`config.mk`:
```
export PLATFORM = sky130hd
export DESIGN_NAME = heap_sift_ctrl
export DESIGN_NICKNAME = d
export VERILOG_FILES = /design/src/rtl/heap_sift_ctrl.sv
export SDC_FILE = /design/constraint.sdc
export NUM_CORES = 1
export LEC_CHECK = 0
export CAP_MARGIN = 20
export CELL_PAD_IN_SITES_DETAIL_PLACEMENT = 2
export CELL_PAD_IN_SITES_GLOBAL_PLACEMENT = 2
export CORE_MARGIN = 5
export CORE_UTILIZATION = 32
export DETAILED_ROUTE_END_ITERATION = 7
export PLACE_DENSITY = 0.86
export SLEW_MARGIN = 15
export SYNTH_ARGS = -nofsm -noshare
export SYNTH_HDL_FRONTEND = slang
export SYNTH_SLANG_ARGS = --single-unit
```
`constraint.sdc`:
```
create_clock -name clk -period 6.6 [get_ports clk]
set_clock_uncertainty 0.15 [all_clocks]
set_input_delay 1.32 -clock clk [delete_from_list [all_inputs] [get_ports clk]]
set_output_delay 1.32 -clock clk [all_outputs]
set_load 0.02 [all_outputs]
```
`src/rtl/heap_sift_ctrl.sv`:
```
// Binary min-heap controller over an external dual-port RAM (combinational read, synchronous write).
// Insert sifts up from the new leaf; pop returns the root and sifts the last entry down from the root.
module heap_sift_ctrl #(
  parameter int DATA_WIDTH = 32,
  parameter int ADDR_WIDTH = 5
) (
  input  logic                  clk,
  input  logic                  rst_n,
  input  logic                  cmd_valid,
  output logic                  cmd_ready,
  input  logic                  cmd_op,
  input  logic [DATA_WIDTH-1:0] cmd_data,
  output logic                  rsp_valid,
  output logic [DATA_WIDTH-1:0] rsp_data,
  output logic                  rsp_err,
  output logic [ADDR_WIDTH-1:0] count,
  output logic                  empty,
  output logic                  full,
  output logic [ADDR_WIDTH-1:0] ram_addr_a,
  output logic [DATA_WIDTH-1:0] ram_data_a,
  output logic                  ram_we_a,
  input  logic [DATA_WIDTH-1:0] ram_q_a,
  output logic [ADDR_WIDTH-1:0] ram_addr_b,
  output logic [DATA_WIDTH-1:0] ram_data_b,
  output logic                  ram_we_b,
  input  logic [DATA_WIDTH-1:0] ram_q_b
);

  localparam int IW = ADDR_WIDTH + 1;
  localparam logic [ADDR_WIDTH-1:0] CAP = '1;

  typedef enum logic [1:0] {IDLE, UP, DN_RD, DN_WR} state_t;

  state_t                  state_q;
  logic [ADDR_WIDTH-1:0]   count_q;
  logic [IW-1:0]           i_q, c_q;
  logic [DATA_WIDTH-1:0]   v_q, cv_q;
  logic                    rsp_valid_q, rsp_err_q;
  logic [DATA_WIDTH-1:0]   rsp_data_q;

  // Index math at IW bits so 2i / 2i+1 never wrap before the bound check.
  logic [IW-1:0] cnt_x, left_x, right_x;
  logic          has_left, has_right, pick_r, up_done, accept;

  assign cnt_x     = {1'b0, count_q};
  assign left_x    = {i_q[IW-2:0], 1'b0};
  assign right_x   = {i_q[IW-2:0], 1'b1};
  assign has_left  = (left_x <= cnt_x);
  assign has_right = (right_x <= cnt_x);
  assign pick_r    = has_right && (ram_q_b < ram_q_a);
  assign up_done   = (i_q == IW'(1)) || (ram_q_a <= v_q);
  assign accept    = cmd_valid && (state_q == IDLE);

  assign cmd_ready = (state_q == IDLE);
  assign count     = count_q;
  assign empty     = (count_q == '0);
  assign full      = (count_q == CAP);
  assign rsp_valid = rsp_valid_q;
  assign rsp_err   = rsp_err_q;
  assign rsp_data  = rsp_data_q;

  // Port B writes only while climbing, port A only while sinking, so the two never collide.
  always_comb begin
    ram_addr_a = '0;
    ram_data_a = '0;
    ram_we_a   = 1'b0;
    ram_addr_b = '0;
    ram_data_b = '0;
    ram_we_b   = 1'b0;
    case (state_q)
      IDLE: begin
        if (accept && cmd_op && !empty) begin
          ram_addr_a = ADDR_WIDTH'(1);
          ram_addr_b = count_q;
        end
      end
      UP: begin
        ram_addr_a = i_q[IW-1:1];
        ram_addr_b = i_q[ADDR_WIDTH-1:0];
        ram_data_b = up_done ? v_q : ram_q_a;
        ram_we_b   = 1'b1;
      end
      DN_RD: begin
        if (has_left) begin
          ram_addr_a = left_x[ADDR_WIDTH-1:0];
          ram_addr_b = right_x[ADDR_WIDTH-1:0];
        end else begin
          ram_addr_a = i_q[ADDR_WIDTH-1:0];
          ram_data_a = v_q;
          ram_we_a   = 1'b1;
        end
      end
      DN_WR: begin
        ram_addr_a = i_q[ADDR_WIDTH-1:0];
        ram_data_a = (cv_q < v_q) ? cv_q : v_q;
        ram_we_a   = 1'b1;
      end
      default: ;
    endcase
  end

  always_ff @(posedge clk or negedge rst_n) begin
    if (!rst_n) begin
      state_q     <= IDLE;
      count_q     <= '0;
      i_q         <= '0;
      c_q         <= '0;
      v_q         <= '0;
      cv_q        <= '0;
      rsp_valid_q <= 1'b0;
      rsp_err_q   <= 1'b0;
      rsp_data_q  <= '0;
    end else begin
      rsp_valid_q <= 1'b0;
      rsp_err_q   <= 1'b0;
      case (state_q)
        IDLE: begin
          if (accept) begin
            if (!cmd_op) begin
              if (full) begin
                rsp_err_q <= 1'b1;
              end else begin
                count_q <= count_q + ADDR_WIDTH'(1);
                v_q     <= cmd_data;
                i_q     <= cnt_x + IW'(1);
                state_q <= UP;
              end
            end else if (empty) begin
              rsp_err_q <= 1'b1;
            end else begin
              rsp_data_q  <= ram_q_a;
              rsp_valid_q <= 1'b1;
              count_q     <= count_q - ADDR_WIDTH'(1);
              if (count_q != ADDR_WIDTH'(1)) begin
                v_q     <= ram_q_b;
                i_q     <= IW'(1);
                state_q <= DN_RD;
              end
            end
          end
        end
        UP: begin
          if (up_done) state_q <= IDLE;
          else         i_q     <= i_q >> 1;
        end
        DN_RD: begin
          if (!has_left) begin
            state_q <= IDLE;
          end else begin
            c_q     <= pick_r ? right_x : left_x;
            cv_q    <= pick_r ? ram_q_b : ram_q_a;
            state_q <= DN_WR;
          end
        end
        DN_WR: begin
          if (cv_q < v_q) begin
            i_q     <= c_q;
            state_q <= DN_RD;
          end else begin
            state_q <= IDLE;
          end
        end
        default: state_q <= IDLE;
      endcase
    end
  end

endmodule
```
==> reports/qor.yml <==
hold_ws_ns: 0.341
power_frac_clock_pct: 13.6
drc: 0
r2r_start: "count[3]$_DFFE_PN0P_"
routed_wl_um: 38900
synth_cells: 933
cp.required_ns: 5.13
clk_latency_ns: 0.42
synth_seq_area_share_pct: 34.4
grt_max_degree: 64
ys_ff_latch: 117
drv_slew: 0
grt_usage_pct: 25.6
crit_fanout: 16
grt_pass1_vias: 9987
min_period_ns: 6.40
row_count: 59
cts_hold_buf: 0
combPwrFrac_pct: 63.7
p_int_w: 0.00337
dpl.hpwl_um: 27500
cts.sinks: 117
cts_made_buffers: 17
syn_avg_cell_area_um2: 9.13
drtAntennaViolNets: 0
synth_edf_count: 0
gp_congestion: 0.835
cts_root_buf: "clkbuf_16"
h-tree-depth: 4
max_cap_violations: 0
vias: 8595
post_cts_resized: 0
hold_path_end: "c_q[2]$_DFFE_PN0P_"
port_buffers: 217
slew_headroom_pct: 36.1
pwr_density_cell_nw_per_um2: 556
crit_path_start_kind: "input port"
layout.nets: 1347
synth_area_um2: 8520
hp-start: "c_q[2]$_DFFE_PN0P_"
utilization_pct: 44.8
rsz0062_at_grt: "false"
grt-ovfl-total: 0
finalSetupViolCount: 0
die_y_um: 173
postLayoutCellArea_um2: 11700
layout-drive-gt1-share_pct: 9.43
clk_pin_slew_worst_paths_ns: 0.05
place_ws_ns: 0.232
mostFrequentLayoutCells: "clkdlybuf4s50_1, dfrtp_1, ha_1, a21oi_1, nor2_1"
area.growth.synth_to_final_pct: 37.5
fmax_mhz: 156
cts_buffer_depth: 2
holdPathStages: 2
r2r_slack_ns: 2.65
hold_viol_final: 0
cts_tree: "built"
final_common_cell: "clkdlybuf4s50_1"
synth_ff_type: "dfrtp_1"
wl_per_cell_um: 26.1
antenna_found_initial: 3
ir_drop_mv: 0.230
start_util_pct: 32.6
setup_ws_ns: 0.196
outcome: "complete, no violations"
critPathKind: "in -> out"
synth_cell_type_count: 51
via_per_inst: 5.76
tightest_slew_ns: 0.959
fin_setup_tns_ns: 0
end_kind: "output pin"
async_flop_share_pct: 100
yosysWarnings: 0
netSwitchingPower_w: 0.00314
ff2ff_path_depth: 10
die_area_um2: 30000
p_seq_share_pct: 22.8
die_w_um: 173
critical_path_arrival_ns: 4.93
place_area_um2: 11200
drtIter0Drc: 440
p_leak_nw: 5.31
core_area_um2: 26100
first_pass_iters: 5
cts_setup_buffers: 0
switching_share_pct: 48.2
r2r-end: "cv_q[23]$_DFFE_PN0P_"
io-pin-count: 218
hold_path.class: "reg -> reg"
syn_nets: 1136
post-route-period-util_pct: 97.0
grt_pass1_wl_um: 60600
flip-flops by register name (all words and copies together) (netlist names):
signal / count
cv_q: 32
v_q: 32
rsp_data: 32
i_q: 6
state_q: 2
rsp_valid: 1
rsp_err: 1
count: 5
c_q: 6
stage by stage:
stage               cells  power [W]
floorplan             933    0.00370
global placement     1460    0.00534
detailed placement   1460    0.00556
CTS                  1491    0.00656
global route         1492    0.00691
finish               1492    0.00651
layout make-up:
cell class	instances	area [um^2]
Inverter	72	270
Tap cell	335	419
Timing Repair Buffer	247	2390
Sequential cell	117	2930
Fill cell	2801	14400
Clock inverter	10	82.6
Clock buffer	21	460
Multi-Input combinational cell	689	5150
Antenna cell	1	2.50
metal layers:
metal / wire (um) / up-vias / part of all wire (%) / global-route usage, %
met1: 16400 / 4434 / 42 / 30.5
met3: 1640 / 80 / 4.2 / 5.66
met2: 19800 / 245 / 51 / 45.6
met4: 1120 / 4 / 2.9 / 8.68
met5: 27 / - / 0.069 / 0
li1: - / 3832 / - / -
worst max-delay path by stage:
| stage | slack, ns | endpoint | startpoint | depth (start not counted) |
|---|---|---|---|---|
| 6_report | 0.20 | ram_data_b[31] | ram_q_a[14] | 10 |
| 5_1_grt | 0.008 | ram_data_b[31] | ram_q_a[14] | 10 |
| 4_1_cts | 0.17 | ram_data_b[31] | ram_q_a[14] | 10 |
| 3_5_place_dp | 0.23 | ram_data_b[31] | ram_q_a[14] | 10 |
| 3_3_place_gp | 0.30 | ram_data_b[31] | ram_q_a[14] | 10 |
| 2_1_floorplan | 1.70 | ram_data_b[10] | ram_q_a[7] | 8 |
kinds of logic after synthesis:
family	synth area share, %
AOI/OAI and AO/OA	23.7
and+or+nand+nor	10.3
buffers and inverters	5.77
DFF	34.4
adders and majority gates	15.1
muxes	10.1
xor gates and xnor gates	0.617
power by group through the flow:
stage,combinational [W],sequential [W],clock [W]
after floorplan,0.00226,0.00145,0
after global placement,0.00390,0.00145,0
after detailed placement,0.00408,0.00148,0
after CTS,0.00417,0.00147,0.000908
after global routing,0.00445,0.00153,0.000939
final,0.00415,0.00148,0.000885
Yosys cell counts (4+ instances only):
cell        n  area share (%)
a21oi_1    99             5.8
inv_1      71             3.1
ha_1      103              15
o21ai_0    53             3.1
mux2_2     33             4.4
buf_1       6            0.26
buf_2      12            0.71
nand3_1    11            0.65
nand2_1    46             2.0
mux2i_1    41             4.8
nor2_1     88             3.9
o211ai_1    4            0.35
mux2_4      5            0.88
a21o_1     11            0.97
nor3_1      5            0.29
and2_1      5            0.37
a31oi_1    34             2.5
nand2b_1    5            0.37
xnor2_1     4            0.41
a221o_1     4            0.47
clkbuf_1   37             1.6
dfrtp_1   117              34
a22oi_1     6            0.53
nor2b_1     6            0.44
a22o_1     71             7.3
nand4_1    16             1.2
o21a_1      6            0.53
worst max-delay path, stage by stage:
cell and delay, ns:
clkdlybuf4s50_1 0.54, ha_1 0.40, nand4_1 0.17, nor4_1 0.52
a31oi_1 0.26, and2_1 0.26, a221oi_4 0.27, buf_4 0.32
a22o_1 0.24, clkdlybuf4s50_1 0.62
Note: power is estimated with default switching activity, not from simulation.
